[src/rtl/apb_slave_regfile_if.sv]
// rtl/apb_slave_regfile_if.sv - APB bus bundle between a master and the register-file completer
interface apb_slave_regfile_if;
    logic        psel_i;
    logic        penable_i;
    logic [31:0] paddr_i;
    logic        pwrite_i;
    logic [31:0] pwdata_i;
    logic [3:0]  wait_cfg_i;
    logic [31:0] prdata_o;
    logic        pready_o;
    logic        pslverr_o;

    modport slave (
        input  psel_i, penable_i, paddr_i, pwrite_i, pwdata_i, wait_cfg_i,
        output prdata_o, pready_o, pslverr_o
    );

    modport master (
        output psel_i, penable_i, paddr_i, pwrite_i, pwdata_i, wait_cfg_i,
        input  prdata_o, pready_o, pslverr_o
    );
endinterface

[src/rtl/apb_slave_regfile.sv]
// rtl/apb_slave_regfile.sv - APB completer over a 32-bit register file with programmable wait states
module apb_slave_regfile #(
    parameter int          NUM_REGS  = 16,
    parameter logic [31:0] BASE_ADDR = 32'h0000_0000
) (
    input  logic               pclk_i,
    input  logic               prst_n,
    apb_slave_regfile_if.slave bus
);
    localparam int IDX_W = $clog2(NUM_REGS);

    // The setup phase is recognised on the bus while idle, so the state after
    // the setup edge is already ACCESS and back-to-back transfers need no gap.
    typedef enum logic {
        S_IDLE,
        S_ACCESS
    } state_t;

    state_t             state_q, state_d;
    logic [3:0]         cnt_q, cnt_d;
    logic               pready_q, pready_d;
    logic [IDX_W-1:0]   idx_q;
    logic               wr_q;
    logic               err_q;
    logic [31:0]        regs_q [NUM_REGS];

    logic               setup_take;
    logic               complete;
    logic               wr_en;
    logic [32:0]        offset;
    logic               addr_err;

    // A borrow out of the subtraction means the address sits below the window.
    assign offset   = {1'b0, bus.paddr_i} - {1'b0, BASE_ADDR};
    assign addr_err = (bus.paddr_i[1:0] != 2'b00) || offset[32] ||
                      (offset[31:0] >= 32'(NUM_REGS * 4));

    always_comb begin
        state_d    = state_q;
        cnt_d      = cnt_q;
        pready_d   = pready_q;
        setup_take = 1'b0;
        complete   = 1'b0;
        case (state_q)
            S_IDLE: begin
                if (bus.psel_i && !bus.penable_i) begin
                    state_d    = S_ACCESS;
                    setup_take = 1'b1;
                    cnt_d      = bus.wait_cfg_i;
                    pready_d   = (bus.wait_cfg_i == 4'd0);
                end
            end
            S_ACCESS: begin
                if (!bus.psel_i) begin
                    state_d  = S_IDLE;
                    cnt_d    = 4'd0;
                    pready_d = 1'b0;
                end else if (bus.penable_i && pready_q) begin
                    complete = 1'b1;
                    state_d  = S_IDLE;
                    cnt_d    = 4'd0;
                    pready_d = 1'b0;
                end else if (cnt_q != 4'd0) begin
                    cnt_d    = cnt_q - 4'd1;
                    pready_d = (cnt_q == 4'd1);
                end
            end
            default: begin
                state_d  = S_IDLE;
                cnt_d    = 4'd0;
                pready_d = 1'b0;
            end
        endcase
    end

    assign wr_en = complete && wr_q && !err_q;

    always_ff @(posedge pclk_i) begin
        if (!prst_n) begin
            state_q  <= S_IDLE;
            cnt_q    <= 4'd0;
            pready_q <= 1'b0;
            idx_q    <= '0;
            wr_q     <= 1'b0;
            err_q    <= 1'b0;
            for (int i = 0; i < NUM_REGS; i++) begin
                regs_q[i] <= 32'd0;
            end
        end else begin
            state_q  <= state_d;
            cnt_q    <= cnt_d;
            pready_q <= pready_d;
            if (setup_take) begin
                idx_q <= bus.paddr_i[IDX_W+1:2];
                wr_q  <= bus.pwrite_i;
                err_q <= addr_err;
            end
            if (wr_en) begin
                regs_q[idx_q] <= bus.pwdata_i;
            end
        end
    end

    // Read data comes straight from the array so a write committed on the
    // previous edge is already visible in this completion cycle.
    assign bus.pready_o  = pready_q;
    assign bus.pslverr_o = pready_q && err_q;
    assign bus.prdata_o  = (pready_q && !wr_q && !err_q) ? regs_q[idx_q] : 32'd0;
endmodule

[src/flat_wrapper.sv]
// flat-port wrapper written by rule: the top's interface ports become plain ports
module apb_slave_regfile_flat 
#(
    parameter int          NUM_REGS  = 16,
    parameter logic [31:0] BASE_ADDR = 32'h0000_0000
)
  (pclk_i, prst_n, bus_psel_i, bus_penable_i, bus_paddr_i, bus_pwrite_i, bus_pwdata_i, bus_wait_cfg_i, bus_prdata_o, bus_pready_o, bus_pslverr_o);
  apb_slave_regfile_if bus_i ();
  input  logic pclk_i;
  input  logic prst_n;
  input wire logic [$bits(bus_i.psel_i)-1:0] bus_psel_i;
  input wire logic [$bits(bus_i.penable_i)-1:0] bus_penable_i;
  input wire logic [$bits(bus_i.paddr_i)-1:0] bus_paddr_i;
  input wire logic [$bits(bus_i.pwrite_i)-1:0] bus_pwrite_i;
  input wire logic [$bits(bus_i.pwdata_i)-1:0] bus_pwdata_i;
  input wire logic [$bits(bus_i.wait_cfg_i)-1:0] bus_wait_cfg_i;
  output wire logic [$bits(bus_i.prdata_o)-1:0] bus_prdata_o;
  output wire logic [$bits(bus_i.pready_o)-1:0] bus_pready_o;
  output wire logic [$bits(bus_i.pslverr_o)-1:0] bus_pslverr_o;
  assign bus_i.psel_i = bus_psel_i;
  assign bus_i.penable_i = bus_penable_i;
  assign bus_i.paddr_i = bus_paddr_i;
  assign bus_i.pwrite_i = bus_pwrite_i;
  assign bus_i.pwdata_i = bus_pwdata_i;
  assign bus_i.wait_cfg_i = bus_wait_cfg_i;
  assign bus_prdata_o = bus_i.prdata_o;
  assign bus_pready_o = bus_i.pready_o;
  assign bus_pslverr_o = bus_i.pslverr_o;
  apb_slave_regfile #(.NUM_REGS(NUM_REGS), .BASE_ADDR(BASE_ADDR)) u_core (.pclk_i(pclk_i), .prst_n(prst_n), .bus(bus_i));
endmodule
[config.mk]
export PLATFORM = sky130hd
export DESIGN_NAME = apb_slave_regfile_flat
export DESIGN_NICKNAME = d
export VERILOG_FILES = /design/src/rtl/apb_slave_regfile_if.sv /design/src/rtl/apb_slave_regfile.sv /design/src/flat_wrapper.sv
export SDC_FILE = /design/constraint.sdc
export NUM_CORES = 1
export LEC_CHECK = 0
export ABC_CLOCK_PERIOD_IN_PS = 3800
export CAP_MARGIN = 20
export CORE_MARGIN = 10
export CORE_UTILIZATION = 50
export CTS_BUF_LIST = sky130_fd_sc_hd__clkbuf_16
export CTS_CLUSTER_SIZE = 14
export DETAILED_ROUTE_END_ITERATION = 10
export PLACE_DENSITY_LB_ADDON = 0.2
export SKIP_LAST_GASP = 1
export SYNTH_ARGS = -nofsm -noshare
export SYNTH_HDL_FRONTEND = slang
export SYNTH_SLANG_ARGS = --single-unit
[constraint.sdc]
create_clock -name pclk_i -period 3.8 [get_ports pclk_i]
set_input_delay 0.76 -clock pclk_i [delete_from_list [all_inputs] [get_ports pclk_i]]
set_output_delay 0.76 -clock pclk_i [all_outputs]
set_load 0.02 [all_outputs]
* After elaboration in Yosys (flattened, before gate mapping)
Memory sizes are Yosys's and may differ from the RTL's. A register that Yosys moved wholly into a read port is not among the register bits.
Cells that the tools add are included.
** Storage, ports and cells
- Register bits :: 12
- Memory bits (writable) :: 512
- Input port bits :: 73
- Output and inout bits :: 34
- Memories kept :: 1
** Cells by class
- $add $sub $neg :: 1
- $lt $le $gt $ge :: 1
- Eq/ne operators :: 3
- Mux-type cells :: 28
- Bitwise operators :: 1
- Reduce and logical (&&, ||, !) cells :: 16
** Memories
- u_core.regs_q :: depth 16, width 32, rd ports 1, clocked after memory_dff 1, write ports 16, line apb_slave_regfile.sv:25 : logic [31:0] regs_q [NUM_REGS];
** Operators with widths (number)
- $mux 32 :: 2
- $ge 32x7->1 const B :: 1
- $reduce_or 32->1 :: 1
- $mux 4 :: 7
- $mux 1 :: 16
- $pmux 4 s2 :: 1
- $logic_and 1x1->1 :: 7
- $eq 4x1->1 const B :: 1
- $logic_not 4->1 :: 1
- $ne 4x4->1 const B :: 1
- $pmux 1 s2 :: 2
- $reduce_bool 4->1 :: 1
- $sub 4x1->4 const B :: 1
- $logic_not 1->1 :: 3
- $ne 2x1->1 const B :: 1
- $reduce_and 2->1 :: 1
- $reduce_bool 2->1 :: 1
- $logic_or 1x1->1 :: 1
- $not 1->1 :: 1

* Logic depth before layout (Yosys ltp)
Gate-level depths: netlist (run 1).
- Depth after elaboration :: 11
- Depth in mapped cells :: 8
- Gate-level depth less buffers :: 5

* Worst setup path after synthesis (run 1)
OpenSTA, ideal clock, no wires.
- Path kind :: input-to-reg
- Start :: input port bus_psel_i
- End :: memory u_core.regs_q[5][0] (enable)
- Library setup time :: 394 ps
- Arrival time :: 2627 ps
- Required time :: 3406 ps
- Setup slack :: 779 ps
- Cell stages on the path :: 6
- Path buffers :: 2
- Path through :: nand2_4 > or3_1 > buf_6 > buf_12 > nor4_4 > nand2b_1
** RTL lines
- from (decl) :: line flat_wrapper.sv:11 : input wire logic [$bits(bus_i.psel_i)-1:0] bus_psel_i;
- to (decl) :: line apb_slave_regfile.sv:25

==> key figures, run 1 <==
Critical path
  • Critical path's slowest cell: clkdlybuf4s50_1
  • Critical Path Source Type: flop
  • CP Cell Sequence: buf_12 -> buf_12 -> mux4_2 -> mux2i_1 -> o21ai_0 -> clkdlybuf4s50_1
  • Crit Path Category: reg -> out
  • Max incr delay on CP: between 500 and 600 ps
  • Critical Path AT: between 2000 and 3000 ps
  • Most used cell, CP: buf_12
  • CP required: 3040 ps
  • Worst setup EP type: primary output
  • Crit-path max FO: 24

GRT
  • Total GRT Usage: 21.6%
  • Antenna violations before repair: 2
  • Remaining Overflow, GRT: 0
  • Vias in the first global route: 13929
  • First-pass GRT wire length: between 90000 and 100000 um
  • Largest net degree at the start of global routing: 57

Clock tree
  • Clk pin slew, worst setup/hold paths: around 60 ps
  • CTS tree: yes
  • Clock Path Buffers: 3
  • Clk sinks: about 530
  • Clk_lat worst skew: approximately 610 ps
  • Clock Root Buffer: clkbuf_16
  • TritonCTS Buffers: 54
  • H-tree levels: 2
  • Setup repair bufs after CTS: 0

Detailed routing
  • DR pass1 iterations: 5
  • Vias per inst: ~6
  • DRC: 0
  • Wirelength per Cell: roughly 27 um
  • Initial drt markers: 1234
  • Routed Antenna Nets: 0
  • Via count: between 10000 and 15000
  • Routed WL: 60800 um

Yosys
  • Largest family of logic cells by synthesized area: simple AND/OR/NAND/NOR gates
  • Compound-cell area share of the yosys netlist: approximately 2.4%
  • Seq/Total Area, Yosys: around two thirds
  • Syn avg cell area: between 15 and 20 um^2
  • Syn. warnings: 0
  • Post-synthesis xor/xnor area fraction: 0%
  • Post-synth top area cell: edfxtp_1
  • Post-Syn Area: about 0.024 mm^2
  • Largest cells by area after synthesis: edfxtp_1 (64%), and2_1 (13%), mux4_2 (12%)
  • Post-synth top area share: 63.7%
  • Post-Syn Nets: about 1600
  • Simple-Gate Fraction of Synth Area: roughly 16%
  • Area share of fa/ha/maj cells after synthesis: less than 1%
  • Distinct cell type count after synthesis: 42
  • Post-Syn Instances: 1508
  • Mux contribution to synthesized area: between 10% and 20%
  • FF+latch count, synth: about 530

Die
  • # rows: 80
  • Core area: ~0.048 mm^2
  • Initial Util: a little over 50%
  • Die height: between 200 and 250 um
  • Die W: between 200 and 250 um
  • Die area: 0.0574 mm^2
  • IO Pins: 107

Cells and area
  • Layout cell share with drive strength beyond 1: 18.7%
  • Net count reported at finish: approximately 1700
  • Number of fill cells in the layout: 3636
  • Commonest non-fill, non-tap cell in the layout: edfxtp_1
  • P&R area growth vs syn: 14.5%
  • Most frequent cells in the layout: edfxtp_1 (512), and2_1 (506), mux4_2 (128), clkdlybuf4s50_1 (96), clkbuf_16 (55)

STA
  • Final Max Tran Viols: 0
  • Final worst setup slack: around 120 ps
  • Final setup skew: between 10 and 15 ps
  • Final period util: a little over nine tenths
  • Final Hold Violating Endpoints: 0
  • Max Freq: 0.272 GHz
  • Final setup fails: 0
  • RSZ-0062 raised after global routing: yes
  • Least-Margin Pin Slew: ~630 ps
  • Hold Worst Slack: ~520 ps
  • Slew margin rel.: between 50% and 60%
  • Tmin final: 3680 ps

Pwr
  • Worst vdd ir: around 320 uV
  • Total power: approximately 12 mW
  • Leak: roughly 10 nW
  • Power Density: between 400 and 500 mW/mm^2

Placed design
  • GPL Wtd Cong: 0.783
  • IO buf count: about 110
  • Detail Placement HPWL: about 34000 um
  • Place WS: between 200 and 300 ps

Job
  • Number of max-cap violations: 0

Run status
  • Status: finished, final reports clean

Worst hold path
  • Hold Path Class: reg -> reg
==> synth_stat cells <==
| cell | number |
|---|---|
| a2111oi_0 | 1 |
| a21o_1 | 2 |
| a21oi_1 | 12 |
| a22oi_1 | 33 |
| a311oi_1 | 3 |
| a32o_1 | 1 |
| and2_1 | 506 |
| and2_2 | 10 |
| and3_1 | 1 |
| and4_2 | 1 |
| buf_1 | 5 |
| buf_12 | 1 |
| buf_2 | 17 |
| buf_6 | 23 |
| clkbuf_1 | 72 |
| clkbuf_2 | 9 |
| dfxtp_1 | 16 |
| edfxtp_1 | 512 |
| ha_1 | 2 |
| inv_1 | 4 |
| mux2i_1 | 32 |
| mux4_2 | 128 |
| nand2_1 | 9 |
| nand2_4 | 1 |
| nand2b_1 | 13 |
| nand3_1 | 2 |
| nand4_1 | 3 |
| nor2_1 | 8 |
| nor2b_1 | 1 |
| nor3_1 | 3 |
| nor3_4 | 9 |
| nor4_1 | 8 |
| nor4_4 | 6 |
| nor4b_1 | 1 |
| nor4b_4 | 1 |
| o21ai_0 | 39 |
| o221a_2 | 1 |
| or2b_1 | 8 |
| or2b_2 | 1 |
| or3_1 | 1 |
| or3_2 | 1 |
| or4_1 | 1 |
==> state kept, by name, indices dropped and copies added, names as in the netlist, named ones only <==
| name | flops |
|---|---|
| u_core.regs_q | 512 |
| u_core.cnt_q | 4 |
| u_core.idx_q | 4 |
| u_core.bus.pready_o | 1 |
| u_core.err_q | 1 |
| u_core.state_q | 1 |
| u_core.wr_q | 1 |
==> final timing paths <==
kind | startpoint | end | slack (ps) | cells past startpoint
worst max register to register | u_core.bus.pready_o | u_core.regs_q[8][21] | 1150 | 6
worst min-delay path | u_core.cnt_q[3] | u_core.cnt_q[3] | 520 | 2
worst max-delay path | flop | bus_prdata_o[11] | 120 | 6
worst min register to register | u_core.cnt_q[3] | u_core.cnt_q[3] | 520 | 2
==> critical path: cells and delay by family, from the launching register on <==
| kind | cells | cell delay [ps] |
|---|---|---|
| AO/OA/AOI/OAI | 1 | 120 |
| multiplexers | 2 | 720 |
| flip-flops | 1 | 410 |
| buffers and inverters | 3 | 1030 |
==> final cells by class <==
type,count,area [um^2],area share (%)
flip-flops and latches,528,15700,56.8
diodes,1,2.50,0.00906
multi-input cells,849,7760,28.1
clock inverters,40,205,0.743
repair buffers,169,1800,6.50
well taps,615,769,2.79
clock buffers,55,1380,4.98
inverters,4,15.0,0.0543
==> stage by stage <==
step	utilization, %	std cells	setup TNS, ps	area, um^2
after CTS	57.8	2260	0	27600
after floorplan	-	1508	0	24100
after global placement	54.5	2165	0	26000
after global routing	57.9	2260	-49.0	27600
final	57.9	2261	0	27600
after detailed placement	54.5	2165	0	26000
==> routing by layer <==
| metal | share of wire (%) | global-route usage, % | wire length (um) |
|---|---|---|---|
| met5 | 0.012 | 0 | 7 |
| met4 | 2.5 | 6.83 | 1530 |
| met3 | 7.9 | 4.07 | 4830 |
| met2 | 49 | 35.6 | 29700 |
| met1 | 41 | 28.5 | 24800 |
==> cell families after synthesis <==
group / count (synthesis)
and+or+nand+nor: 595
AOI/OAI and AO/OA: 92
muxes: 160
DFF: 528
buffers and inverters: 131
adders and majority gates: 2
==> report_power, final <==
group,switching (mW),internal (mW)
clock network,2.17,2.67
logic,0.454,0.341
registers,0.0740,6.55
total,2.70,9.56
==> repair_timing <==
action,in CTS,in global routing
hold buffers,0,0
gates resized for setup,2,13
endpoints found under the setup margin,32,13
hold endpoints to repair,0,0
Note: power is estimated with default switching activity, not from simulation.
==> run 2, diff against run 1 <==
--- a/config.mk
+++ b/config.mk
@@ -5,6 +5,7 @@
 export SDC_FILE = /design/constraint.sdc
 export NUM_CORES = 1
 export LEC_CHECK = 0
+export ABC_AREA = 1
 export ABC_CLOCK_PERIOD_IN_PS = 3800
 export CAP_MARGIN = 20
 export CORE_MARGIN = 10
==> run 2 against run 1 <==
Compared with the run above:
- highest routed layer is now met4
- non-clock buffer count is 6 higher
- routed wire length up 28%
- combinational power increased by 64%
- clock-buffer cell count rose by 2
- critical path type unchanged
- critical path depth increased by 3
- sequential cell count is the same
- sequential power about the same
- cell count increased by 57%
==> key figures, run 2 <==
Critical path
  • Crit-path max FO: 38 (+58%)
  • Crit path buf inv count: 3 (unchanged)
  • RR Endpoint: u_core.regs_q[2][25]
  • Reg2Reg Depth: 7 (+1)
  • Worst setup EP type: primary output
  • Max incr delay on CP: 710 ps (+130 ps)
  • CP required: 3040 ps (about the same)
  • Critical Path AT: 3020 ps (+100 ps)
  • Crit Path Category: reg -> out
  • Critical path's slowest cell: clkdlybuf4s50_1
  • Worst R2R Setup Slack: 1320 ps (+170 ps)
  • Reg-to-Reg Start: u_core.state_q
  • Most used cell, CP: nand2_1
  • Critical Path Source Type: flop
  • CP Cell Sequence: buf_4 -> buf_16 -> nand2_1 -> nand2_1 -> nand2_1 -> nand3_1 -> nand3_1 -> a21oi_1 -> clkdlybuf4s50_1
  • CP top delay family: buffers and inverters

Pwr
  • Cell-internal power: 9.93 mW (+3.8%)
  • Net Sw Frac: 24.8% (+2.8 points)
  • Leak: 12.5 nW (+26%)
  • Worst vdd ir: 319 uV (-0.94%)
  • Clock Power Share: 39.9% (+0.4 points)
  • Combinational share of power: 9.9% (+3.4 points)
  • Sequential power share: 50.3% (-3.8 points)
  • Sw Pwr: 3.27 mW (+21%)
  • Power Density: 461 mW/mm^2 (+3.8%)

Worst hold path
  • Hold_sp: u_core.wr_q
  • Hold Path Class: reg -> reg
  • Hold EP: u_core.wr_q
  • Min-Delay Path Depth: 2 (unchanged)

Detailed routing
  • Routed Antenna Nets: 0 (unchanged)
  • Vias per inst: 5.59 (-5.4%)
  • DRC: 0 (unchanged)
  • Wirelength per Cell: 22.0 um (-18%)
  • Initial drt markers: 2379 (+93%)
  • Via count: 19776 (+48%)
  • Routed WL: 78000 um (+28%)
  • DR pass1 iterations: 5 (unchanged)

Yosys
  • Synth top cells by count: nand2_1 (815), nor2_1 (537), edfxtp_1 (512), nand3_1 (331), inv_1 (314)
  • Post-Syn Nets: 2863 (+81%)
  • Syn avg cell area: 8.98 um^2 (-44%)
  • FF+latch count, synth: 528 (unchanged)
  • Syn. warnings: 0 (unchanged)
  • Top FF cell, synth: edfxtp_1
  • Largest cells by area after synthesis: edfxtp_1 (61%), nand2_1 (12%), nor2_1 (8.1%)
  • Post-synthesis async set-or-reset flop share: 0% (unchanged)
  • Top-count cell post-synth: nand2_1
  • Distinct cell type count after synthesis: 24 (-43%)
  • Post-synth EDFFs: 512 (unchanged)
  • Seq/Total Area, Yosys: 62.7% (-2.4 points)
  • Post-Syn Instances: 2788 (+85%)
  • Post-synth top area share: 61.4% (-2.3 points)
  • Post-synth top area cell: edfxtp_1
  • Post-Syn Area: 0.0250 mm^2 (+3.8%)

STA
  • Least-Margin Pin Slew: 755 ps (+129 ps)
  • Hold Worst Slack: 500 ps (-22.7 ps)
  • Final Hold Violating Endpoints: 0 (unchanged)
  • Max Freq: 0.264 GHz (-2.6%)
  • RSZ-0062 raised after global routing: yes
  • Setup TNS: 0 ps (unchanged)
  • Final Max Tran Viols: 0 (unchanged)
  • Final worst setup slack: 18.7 ps (-98.5 ps)
  • Slew margin rel.: 49.5% (-8.7 points)
  • Final setup fails: 0 (unchanged)
  • Final period util: 99.5% (+2.6 points)
  • Final setup skew: 10.8 ps (-1.60 ps)
  • Tmin final: 3780 ps (+98.5 ps)

GRT
  • Remaining Overflow, GRT: 0 (unchanged)
  • Total GRT Usage: 25.7% (+4.1 points)
  • Largest net degree at the start of global routing: 76 (+33%)
  • Vias in the first global route: 19245 (+38%)
  • First-pass GRT wire length: 116000 um (+28%)
  • Antenna violations before repair: 1 (-1)

Die
  • Die W: 244 um (+1.7%)
  • Core area: 0.0493 mm^2 (+3.2%)
  • Die area: 0.0594 mm^2 (+3.4%)
  • IO Pins: 107 (unchanged)
  • Die height: 244 um (+1.7%)
  • Initial Util: 50.8% (+0.29 points)
  • # rows: 81 (+1.3%)

Cells and area
  • Net count reported at finish: 2903 (+73%)
  • Biggest regs: u_core.regs_q x512, u_core.cnt_q x4, u_core.idx_q x4
  • Number of fill cells in the layout: 4311 (+19%)
  • Max FFs per register: 512 (unchanged)
  • Final non-filler cell total: 3539 (+57%)
  • Layout cell share with drive strength beyond 1: 6.92% (-12 points)
  • Top reg by flops: u_core.regs_q
  • P&R area growth vs syn: 14.5% (about the same)
  • Final std cell area, no fill: 0.0287 mm^2 (+3.7%)
  • Commonest non-fill, non-tap cell in the layout: nand2_1
  • Most frequent cells in the layout: nand2_1 (787), nor2_1 (537), edfxtp_1 (512), nand3_1 (327), inv_1 (323)

Clock tree
  • Clk sinks: 528 (unchanged)
  • Hold buffer count at cts: 0 (unchanged)
  • Clock Root Buffer: clkbuf_16
  • CTS tree: yes
  • TritonCTS Buffers: 55 (+1.9%)
  • Clk_lat worst skew: 610 ps (about the same)
  • H-tree levels: 2 (unchanged)
  • Clock Path Buffers: 3 (unchanged)
  • Clk pin slew, worst setup/hold paths: 60 ps (about the same)

Placed design
  • IO buf count: 106 (unchanged)
  • DP Area: 0.0268 mm^2 (+2.9%)
  • Placed insts: 3428 (+58%)
  • Detail Placement HPWL: 41800 um (+22%)
  • Place WS: 414 ps (+122 ps)
  • GPL Wtd Cong: 0.837 (+6.8%)

Job
  • Number of max-cap violations: 0 (unchanged)

Run status
  • Status: finished, final reports clean
run 2: cell count changes after synthesis, moves of 22 or more:
| cell | before | now |
|---|---|---|
| mux2i_1 | 32 | 0 |
| mux4_2 | 128 | 0 |
| inv_1 | 4 | 314 |
| clkbuf_1 | 72 | 108 |
| nand3_1 | 2 | 331 |
| and2_1 | 506 | 0 |
| nand2_1 | 9 | 815 |
| a21oi_1 | 12 | 41 |
| o21ai_0 | 39 | 10 |
| nor2_1 | 8 | 537 |
| a22oi_1 | 33 | 1 |
| buf_1 | 5 | 27 |
run 2: metal layers:
| layer | vias to the layer above | track usage, % | wire [um] |
|---|---|---|---|
| li1 | 8933 | - | - |
| met1 | 9534 | 33.1 | 29800 |
| met2 | 1091 | 42.7 | 37400 |
| met3 | 218 | 3.42 | 7610 |
| met4 | 0 | 11.5 | 3270 |
| met5 | - | 0 | 0 |
run 2: worst min-delay path: stages, from the launching register on:
cell and delay (ps):
dfxtp_1 300, inv_1 90, a21oi_1 70
run 2: area by class of cell:
type | count | area [um^2] | share of cell area, %
Antenna cell | 1 | 2.50 | 0.00873
Clock buffer | 57 | 1430 | 4.98
Clock inverter | 46 | 318 | 1.11
Inverter | 316 | 1200 | 4.17
Multi-Input combinational cell | 1752 | 7240 | 25.3
Sequential cell | 528 | 15700 | 54.8
Tap cell | 664 | 831 | 2.90
Timing Repair Buffer | 175 | 1940 | 6.77
run 2: timing repair:
action | CTS | global route
setup endpoints to repair | 28 | 23
gates cloned | 0 | 1
pin swaps | 0 | 0
resized for setup | 8 | 14
setup buffers | 4 | 2
run 2: logic make-up (layout without fill, tap and decap cells):
kind of cell / after synthesis / after routing / synth area share (%)
other: 0 / 1 / 0
adder cells (fa/ha/maj): 2 / 2 / 0.100
buffers and inverters: 508 / 594 / 8.81
AO/OA/AOI/OAI: 54 / 54 / 1.10
AND/OR/NAND/NOR: 1695 / 1695 / 27.2
XOR/XNOR: 1 / 1 / 0.0350
flip-flops: 528 / 528 / 62.7
run 2: through the flow:
stage                     power (mW)  util, %
final                           13.2     58.2
after global routing            13.6     58.2
after CTS                       13.2     58.0
after detailed placement        8.02     54.3
after global placement          7.99     54.3
after floorplan                 7.47        -
run 2: power groups by stage:
stage	combinational [mW]	clock (mW)	sequential (mW)
after floorplan	0.740	0	6.73
after global placement	1.24	0	6.75
after detailed placement	1.26	0	6.76
after CTS	1.28	5.29	6.63
after global routing	1.41	5.50	6.65
final	1.30	5.26	6.63
run 2: how the worst max path moves through the flow:
stage | from | to | slack, ps | cells after the start
3_3_place_gp | flop | bus_prdata_o[9] | 390 | 8
5_1_grt | flop | bus_prdata_o[10] | -90 | 9
2_1_floorplan | prst_n | u_core.regs_q[0][0] | 980 | 8
4_1_cts | flop | bus_prdata_o[9] | -50 | 9
3_5_place_dp | flop | bus_prdata_o[9] | 410 | 8
6_report | flop | bus_prdata_o[0] | 20 | 9
==> run 3, diff against run 2 <==
--- a/config.mk
+++ b/config.mk
@@ -7,7 +7,6 @@
 export LEC_CHECK = 0
 export ABC_AREA = 1
 export ABC_CLOCK_PERIOD_IN_PS = 3800
-export CAP_MARGIN = 20
 export CORE_MARGIN = 10
 export CORE_UTILIZATION = 50
 export CTS_BUF_LIST = sky130_fd_sc_hd__clkbuf_16
==> results of run 3 <==
No change in the layout: final DEF, timing and power equal those of run 2.
